File: src/rtl/password_enroll_writer.sv
// rtl/password_enroll_writer.sv - two-pass password entry, RAM commit and read-back verify
module password_enroll_writer #(
    parameter int DIGITS    = 4,
    parameter int DATA_W    = 4,
    parameter int ADDR_W    = 5,
    parameter int BASE_ADDR = 0,
    parameter int RD_LAT    = 2
) (
    input  logic              clk,
    input  logic              rst,
    input  logic              Start_Enroll,
    input  logic              Digit_Enter,
    input  logic [DATA_W-1:0] Digit,
    output logic [ADDR_W-1:0] RAM_addr,
    output logic [DATA_W-1:0] RAM_data,
    output logic              RAM_wren,
    input  logic [DATA_W-1:0] q_RAM,
    output logic [1:0]        Digit_Idx,
    output logic              Busy,
    output logic              Done,
    output logic              Mismatch,
    output logic              Write_Fail
);

    localparam int         CNT_W    = (RD_LAT > 1) ? $clog2(RD_LAT) : 1;
    localparam logic [1:0] LAST_IDX = 2'(DIGITS - 1);

    typedef enum logic [3:0] {
        S_IDLE,
        S_ENTER1,
        S_ENTER2,
        S_WRITE,
        S_WR_NEXT,
        S_RD_ADDR,
        S_RD_WAIT,
        S_RD_CHECK,
        S_DONE,
        S_FAIL
    } state_t;

    state_t                         state_q, state_d;
    logic [1:0]                     idx_q, idx_d;
    logic                           btn_q;
    logic [DIGITS-1:0][DATA_W-1:0]  digit_buf_q, digit_buf_d;
    logic                           mm_q, mm_d;
    logic [CNT_W-1:0]               cnt_q, cnt_d;
    logic [ADDR_W-1:0]              ram_addr_q, ram_addr_d;
    logic [DATA_W-1:0]              ram_data_q, ram_data_d;
    logic                           ram_wren_q, ram_wren_d;
    logic                           done_q, done_d;
    logic                           mismatch_q, mismatch_d;
    logic                           wfail_q, wfail_d;

    logic                           edge_det;
    logic                           mm_now;
    logic [ADDR_W-1:0]              cur_addr;

    assign edge_det = Digit_Enter & ~btn_q;
    assign cur_addr = ADDR_W'(BASE_ADDR) + ADDR_W'(idx_q);

    always_comb begin
        state_d     = state_q;
        idx_d       = idx_q;
        digit_buf_d = digit_buf_q;
        mm_d        = mm_q;
        cnt_d       = cnt_q;
        ram_addr_d  = ram_addr_q;
        ram_data_d  = ram_data_q;
        ram_wren_d  = 1'b0;
        done_d      = done_q;
        mismatch_d  = mismatch_q;
        wfail_d     = wfail_q;
        mm_now      = mm_q | (Digit != digit_buf_q[idx_q]);

        case (state_q)
            S_IDLE, S_DONE, S_FAIL: begin
                if (Start_Enroll) begin
                    state_d    = S_ENTER1;
                    done_d     = 1'b0;
                    mismatch_d = 1'b0;
                    wfail_d    = 1'b0;
                    idx_d      = 2'd0;
                    mm_d       = 1'b0;
                end
            end
            S_ENTER1: begin
                if (edge_det) begin
                    digit_buf_d[idx_q] = Digit;
                    if (idx_q == LAST_IDX) begin
                        idx_d   = 2'd0;
                        state_d = S_ENTER2;
                    end else begin
                        idx_d = idx_q + 2'd1;
                    end
                end
            end
            S_ENTER2: begin
                if (edge_det) begin
                    mm_d = mm_now;
                    // The last digit's own comparison must count toward the verdict.
                    if (idx_q == LAST_IDX) begin
                        idx_d = 2'd0;
                        if (mm_now) begin
                            state_d    = S_FAIL;
                            mismatch_d = 1'b1;
                        end else begin
                            state_d = S_WRITE;
                        end
                    end else begin
                        idx_d = idx_q + 2'd1;
                    end
                end
            end
            S_WRITE: begin
                ram_addr_d = cur_addr;
                ram_data_d = digit_buf_q[idx_q];
                ram_wren_d = 1'b1;
                state_d    = S_WR_NEXT;
            end
            S_WR_NEXT: begin
                if (idx_q == LAST_IDX) begin
                    idx_d   = 2'd0;
                    state_d = S_RD_ADDR;
                end else begin
                    idx_d   = idx_q + 2'd1;
                    state_d = S_WRITE;
                end
            end
            S_RD_ADDR: begin
                ram_addr_d = cur_addr;
                cnt_d      = '0;
                state_d    = S_RD_WAIT;
            end
            S_RD_WAIT: begin
                // q_RAM reflects the new address once RD_LAT cycles have elapsed.
                if (cnt_q == CNT_W'(RD_LAT - 1)) begin
                    state_d = S_RD_CHECK;
                end else begin
                    cnt_d = cnt_q + 1'b1;
                end
            end
            S_RD_CHECK: begin
                if (q_RAM != digit_buf_q[idx_q]) begin
                    wfail_d = 1'b1;
                    state_d = S_FAIL;
                end else if (idx_q == LAST_IDX) begin
                    done_d  = 1'b1;
                    state_d = S_DONE;
                end else begin
                    idx_d   = idx_q + 2'd1;
                    state_d = S_RD_ADDR;
                end
            end
            default: state_d = S_IDLE;
        endcase
    end

    always_ff @(posedge clk) begin
        if (!rst) begin
            state_q    <= S_IDLE;
            idx_q      <= 2'd0;
            btn_q      <= 1'b0;
            mm_q       <= 1'b0;
            cnt_q      <= '0;
            ram_addr_q <= '0;
            ram_data_q <= '0;
            ram_wren_q <= 1'b0;
            done_q     <= 1'b0;
            mismatch_q <= 1'b0;
            wfail_q    <= 1'b0;
        end else begin
            state_q    <= state_d;
            idx_q      <= idx_d;
            btn_q      <= Digit_Enter;
            mm_q       <= mm_d;
            cnt_q      <= cnt_d;
            ram_addr_q <= ram_addr_d;
            ram_data_q <= ram_data_d;
            ram_wren_q <= ram_wren_d;
            done_q     <= done_d;
            mismatch_q <= mismatch_d;
            wfail_q    <= wfail_d;
        end
    end

    always_ff @(posedge clk) begin
        digit_buf_q <= digit_buf_d;
    end

    assign RAM_addr   = ram_addr_q;
    assign RAM_data   = ram_data_q;
    assign RAM_wren   = ram_wren_q;
    assign Done       = done_q;
    assign Mismatch   = mismatch_q;
    assign Write_Fail = wfail_q;
    assign Busy       = !(state_q == S_IDLE || state_q == S_DONE || state_q == S_FAIL);
    assign Digit_Idx  = (state_q == S_ENTER1 || state_q == S_ENTER2) ? idx_q : 2'd0;

endmodule

File: config.mk
export PLATFORM = sky130hd
export DESIGN_NAME = password_enroll_writer
export DESIGN_NICKNAME = d
export VERILOG_FILES = /design/src/rtl/password_enroll_writer.sv
export SDC_FILE = /design/constraint.sdc
export NUM_CORES = 1
export LEC_CHECK = 0
export BUFFER_PORTS_ARGS = -buffer_cell sky130_fd_sc_hd__clkbuf_2
export CAP_MARGIN = 10
export CORE_MARGIN = 8
export CORE_UTILIZATION = 40
export CTS_CLUSTER_DIAMETER = 80
export DETAILED_ROUTE_END_ITERATION = 8
export GPL_TIMING_DRIVEN = 0
export PLACE_DENSITY = 0.61
export SLEW_MARGIN = 20
export SYNTH_ARGS = -nofsm -noshare
export SYNTH_HDL_FRONTEND = slang
export SYNTH_SLANG_ARGS = --single-unit
File: constraint.sdc
create_clock -name clk -period 2.4 [get_ports clk]
set_clock_uncertainty 0.05 [all_clocks]
set_input_delay 0.6 -clock clk [delete_from_list [all_inputs] [get_ports clk]]
set_output_delay 0.6 -clock clk [all_outputs]
set_load 0.02 [all_outputs]
==> summary.txt, run 1 <==
Cell taking the most area after synthesis: edfxtp_1
Max Cap Viol: 0
I/O pin cnt: 28
HP Class: reg2reg
WP data required: 1.75 ns
Post-place setup slack: -0.0395 ns
Yosys cell types: 43
Share of layout cells above drive strength 1: 25.3%
Syn. warnings: 0
Internal power: 1.31 mW
Proportion of power drawn by combinational gates: 30.7%
Measured slew at the worst slew-check pin: 0.749 ns
Via density: 5.34
Port bufs: 24
Worst Path Arrival: 1.66 ns
Number of buffers created by CTS: 5
Status: finished, final reports clean
Rows: 24
Final min period: 2.31 ns
GR Util All Layers: 13.2%
Largest net degree at the start of global routing: 13
Global route overflow: 0
Initial antenna violation count: 0
Tcrit/Tclk final: 96.1%
Syn-to-layout area delta: 19.7%
Worst Setup End Kind: output port
Post-CTS Setup Repair Bufs: 0
WL/cell: 16.2 µm
Clock power share: 33.3%
Post-synth top flop: dfxtp_1
PD cells: 921 nW/µm²
Drt first-iter violations: 78
Sequential power share: 36.0%
Setup CP Type: reg2out
Commonest non-fill, non-tap cell in the layout: clkbuf_2
CP Max Fanout: 10
Root Buffer: clkbuf_8
Die Y: 82.0 µm
Setup WS post-layout: 0.0936 ns
Antenna Nets Post-Route: 0
Leakage: 0.783 nW
Vias in the first global route: 1292
Mapped Avg Cell Area: 10.6 µm²
Remaining DRCs: 0
Core ar.: 4260 µm²
Finished Core Util: 48.9%
Synth top area cells: edfxtp_1 28%, dfxtp_1 22%, mux2i_1 5.2%
CTS sink count: 35
Placed instance count: 242
Cells after synthesis: 164
Clock Pin Slew Worst Setup and Hold Paths: 0.07 ns
Die area: 6730 µm²
NetSw: 0.613 mW
Post-synth top area share: 27.6%
Sw Ratio: 31.9%
RePlAce Congestion: 0.872
CTS tree: done
First-pass GRT wire length: 6.60 mm
Flops & latches, synth: 35
Post-synth ARST share: 0%
WL final: 4.06 mm
Max-slew violation count: 0
Clock Path Buffers: 2
Detail Placement HPWL: 3.08 mm
Drt pass-1 iters: 4
Unrepaired setup endpoints after global routing: no
Final setup violation count: 0
Register area share after synthesis: 49.4%
Startpoint types: flop
Via count: 1335
Relative slew slack: 49.7%
H-tree levels: 2
Post-layout nets: 213
Non-Filler Instances: 250
Worst-Skew Late Latency: 0.30 ns
Number of synthesized flops with an enable pin: 16
Initial cell density of the core: 40.9%
Max VDD drop: 0.464 mV
Final hold viol count: 0
Most frequent cells in the layout: 24 x clkbuf_2, 19 x nor2_1, 18 x dfxtp_1, 16 x edfxtp_1
Mapped cell area: 1740 µm²
Ant diodes: 0
FMAX: 0.434 GHz
Die W: 82.0 µm
==> area by class of cell <==
| type | instances | area, µm² |
|---|---|---|
| well taps | 52 | 65.1 |
| plain buffers | 10 | 58.8 |
| repair buffers | 24 | 120 |
| clock buffers | 5 | 68.8 |
| flip-flops and latches | 35 | 862 |
| fillers | 435 | 2180 |
| inverters | 5 | 18.8 |
| multi-input cells | 116 | 825 |
| clock inverters | 3 | 67.6 |
==> metrics by stage <==
| step | power (mW) | instance area (µm²) | hold slack, ns | setup TNS (ns) |
|---|---|---|---|---|
| 2_1_floorplan | 1.15 | 1750 | 0.414 | 0 |
| 3_3_place_gp | 1.27 | 1940 | 0.408 | 0 |
| 3_5_place_dp | 1.29 | 1940 | 0.423 | -0.157 |
| 4_1_cts | 1.92 | 2080 | 0.444 | 0 |
| 5_1_grt | 2.01 | 2090 | 0.479 | 0 |
| 6_report | 1.92 | 2090 | 0.432 | 0 |
==> cell usage after synthesis (3+ instances only) <==
cell type / count
dfxtp_1: 19
nor2_1: 19
edfxtp_1: 16
mux2i_1: 9
nand2_1: 9
a21oi_1: 6
and2_1: 6
o21ai_0: 6
xnor2_1: 6
inv_1: 5
nor3_1: 5
xor2_1: 5
clkbuf_1: 4
ha_1: 4
mux4_2: 4
nor4_1: 4
buf_4: 3
nand3_1: 3
nor2b_1: 3
==> critical path, cell delays in order, from the launching register on <==
cell	delay, ns
dfxtp_1	0.30
clkbuf_1	0.21
clkbuf_1	0.28
nor4_2	0.34
clkbuf_2	0.23
==> final timing paths <==
kind | from | endpoint | slack (ns) | depth (start not counted)
min reg2reg | Mismatch | Mismatch | 0.43 | 2
max | state_q[2] | Digit_Idx[1] | 0.09 | 4
max reg2reg | idx_q[0] | Mismatch | 0.18 | 7
min | Mismatch | Mismatch | 0.43 | 2
==> per-layer routing <==
layer  wire length [µm]  vias to the layer above  track usage (%)
met1               1810                      630             17.0
met5                  0                        -                0
met4                 79                        0             7.37
li1                   -                      649                -
met3                371                        8             4.27
met2               1800                       48             18.9
==> sequential cells by signal, indices dropped and copies added, names as in the netlist <==
signal       flops
digit_buf_q     16
RAM_data         4
state_q          4
RAM_addr         2
idx_q            2
Done             1
Mismatch         1
RAM_wren         1
Write_Fail       1
btn_q            1
cnt_q            1
mm_q             1
==> logic make-up after synthesis <==
family                     share of synthesized area (%)
and+or+nand+nor                                     17.9
other                                              0.215
adders and majority gates                           2.87
AOI/OAI and AO/OA                                   9.33
DFF                                                 49.4
buffers and inverters                               4.45
xor gates and xnor gates                            5.53
muxes                                               10.3
==> power groups by stage <==
stage | Combinational [mW] | Clock, mW | Sequential [mW]
floorplan | 0.442 | 0 | 0.703
global placement | 0.571 | 0 | 0.703
detailed placement | 0.580 | 0 | 0.705
CTS | 0.588 | 0.645 | 0.692
global route | 0.647 | 0.670 | 0.696
finish | 0.589 | 0.640 | 0.692
==> what timing repair did <==
item | 4_1_cts | 5_1_grt
hold buffers | 0 | 0
hold endpoints to repair | 0 | 0
endpoints found under the setup margin | 4 | 2
gates resized for setup | 1 | 2
(Power assumes the default switching activity.)
==> inputs of run 2 (changes only) <==
--- a/config.mk
+++ b/config.mk
@@ -7,12 +7,14 @@
 export LEC_CHECK = 0
 export BUFFER_PORTS_ARGS = -buffer_cell sky130_fd_sc_hd__clkbuf_2
 export CAP_MARGIN = 10
+export CELL_PAD_IN_SITES_DETAIL_PLACEMENT = 1
+export CELL_PAD_IN_SITES_GLOBAL_PLACEMENT = 2
 export CORE_MARGIN = 8
-export CORE_UTILIZATION = 40
+export CORE_UTILIZATION = 35
 export CTS_CLUSTER_DIAMETER = 80
 export DETAILED_ROUTE_END_ITERATION = 8
 export GPL_TIMING_DRIVEN = 0
-export PLACE_DENSITY = 0.61
+export PLACE_DENSITY = 0.78
 export SLEW_MARGIN = 20
 export SYNTH_ARGS = -nofsm -noshare
 export SYNTH_HDL_FRONTEND = slang
==> summary.txt, run 2 (synthesis gave the netlist of run 1 again) <==
Status: finished, final reports clean
CTS sink count: 35
Reg2reg start: idx_q[0]
Max reg flops: 16
FF-to-FF path depth: 7
Via count: 1364
Relative slew slack: 43.7%
Setup CP Type: reg2out
Number of buffers created by CTS: 5
Initial cell density of the core: 36.7%
Syn-to-layout area delta: 17.7%
Max-slew violation count: 0
Antenna Nets Post-Route: 0
Root Buffer: clkbuf_8
Worst-Skew Late Latency: 0.29 ns
Final hold viol count: 0
Non-Filler Instances: 265
Commonest non-fill, non-tap cell in the layout: clkbuf_2
H-tree levels: 2
Placed instance count: 257
Drt pass-1 iters: 4
Leakage: 0.760 nW
CTS tree: done
Vias in the first global route: 1402
Worst Setup End Kind: output port
Largest net degree at the start of global routing: 12
Share of layout cells above drive strength 1: 25.3%
R2R setup slack: 0.16 ns
Die Y: 86.6 µm
Proportion of power drawn by combinational gates: 35.3%
RePlAce Congestion: 0.889
WL final: 4.75 mm
Post-CTS Setup Repair Bufs: 0
Sw Ratio: 36.4%
First-pass GRT wire length: 7.65 mm
HP Class: reg2reg
Most frequent cells in the layout: 25 x clkbuf_2, 19 x nor2_1, 18 x dfxtp_1, 16 x edfxtp_1
Setup TNS: 0 ns
Unrepaired setup endpoints after global routing: no
Final setup violation count: 0
Worst r2r dst: state_q[1]
Core ar.: 4750 µm²
Internal power: 1.10 mW
Tcrit/Tclk final: 95.4%
CP Max Fanout: 10
Max Cap Viol: 0
Hold Crit Start: Done
Filler cell count: 563
Reg with most FFs: digit_buf_q
Remaining DRCs: 0
Worst hold path endpoint: Done
Measured slew at the worst slew-check pin: 0.838 ns
Initial antenna violation count: 0
Worst Path Arrival: 1.64 ns
Worst Hold Depth: 2
Clock power share: 24.4%
Fin Hold WS: 0.423 ns
I/O pin cnt: 28
Post-place setup slack: -0.0411 ns
PD cells: 840 nW/µm²
Max VDD drop: 0.273 mV
Clock Path Buffers: 2
Via density: 5.15
Detail Placement HPWL: 3.71 mm
Sequential power share: 40.3%
WP data required: 1.75 ns
Startpoint types: flop
NetSw: 0.627 mW
Hold buffer count at cts: 0
Final min period: 2.29 ns
FMAX: 0.437 GHz
Post-layout nets: 213
Global route overflow: 0
Drt first-iter violations: 66
Die area: 7490 µm²
Die W: 86.6 µm
Clock Pin Slew Worst Setup and Hold Paths: 0.06 ns
WL/cell: 17.9 µm
Rows: 25
Setup WS post-layout: 0.111 ns
Ant diodes: 0
GR Util All Layers: 13.5%
Port bufs: 24
[run 2: how the worst max path moves through the flow]
stage                          start              end  slack [ns]
after global placement      idx_q[1]  digit_buf_q[14]      0.0006
after global routing      state_q[2]     Digit_Idx[1]        0.01
after CTS                   idx_q[1]       state_q[3]        0.04
final                     state_q[2]     Digit_Idx[1]        0.11
after detailed placement    idx_q[1]  digit_buf_q[12]       -0.04
after floorplan           state_q[2]     Digit_Idx[0]        0.37
[run 2: cell type report]
| class | instances | area, µm² | share of cell area (%) |
|---|---|---|---|
| clock inverters | 2 | 12.5 | 0.610 |
| multi-input cells | 116 | 821 | 40.0 |
| inverters | 5 | 18.8 | 0.915 |
| flip-flops and latches | 35 | 862 | 42.0 |
| repair buffers | 24 | 120 | 5.86 |
| plain buffers | 10 | 60.1 | 2.93 |
| clock buffers | 6 | 72.6 | 3.54 |
| well taps | 67 | 83.8 | 4.09 |
[run 2: timing repair]
item / CTS / global route
endpoints found under the setup margin: 4 / 5
resized for setup: 1 / 4
pin swaps: 0 / 0
[run 2: critical path: stages (launching register included)]
cell and delay [ns]:
dfxtp_1 0.30, clkbuf_1 0.23, clkbuf_2 0.27, nor4_1 0.33
clkbuf_2 0.23
[run 2: metal layers]
metal | part of all wire, % | track usage, % | up-vias
li1 | - | - | 656
met3 | 4.9 | 3.69 | 8
met2 | 50 | 22.1 | 36
met1 | 44 | 16.5 | 664
met5 | 0 | 0 | -
met4 | 1.5 | 5.16 | 0
[run 2: power groups by stage]
stage	Sequential (mW)	Clock [mW]	Combinational, mW
6_report	0.694	0.421	0.608
2_1_floorplan	0.703	0	0.442
4_1_cts	0.694	0.432	0.614
5_1_grt	0.697	0.457	0.669
3_5_place_dp	0.707	0	0.605
3_3_place_gp	0.704	0	0.582
[run 2: metrics by stage]
stage / util [%] / instance area [µm²] / power, mW
floorplan: - / 1750 / 1.15
global placement: 41.1 / 1950 / 1.29
detailed placement: 41.1 / 1950 / 1.31
CTS: 43.0 / 2050 / 1.74
global route: 43.1 / 2050 / 1.82
finish: 43.1 / 2050 / 1.72
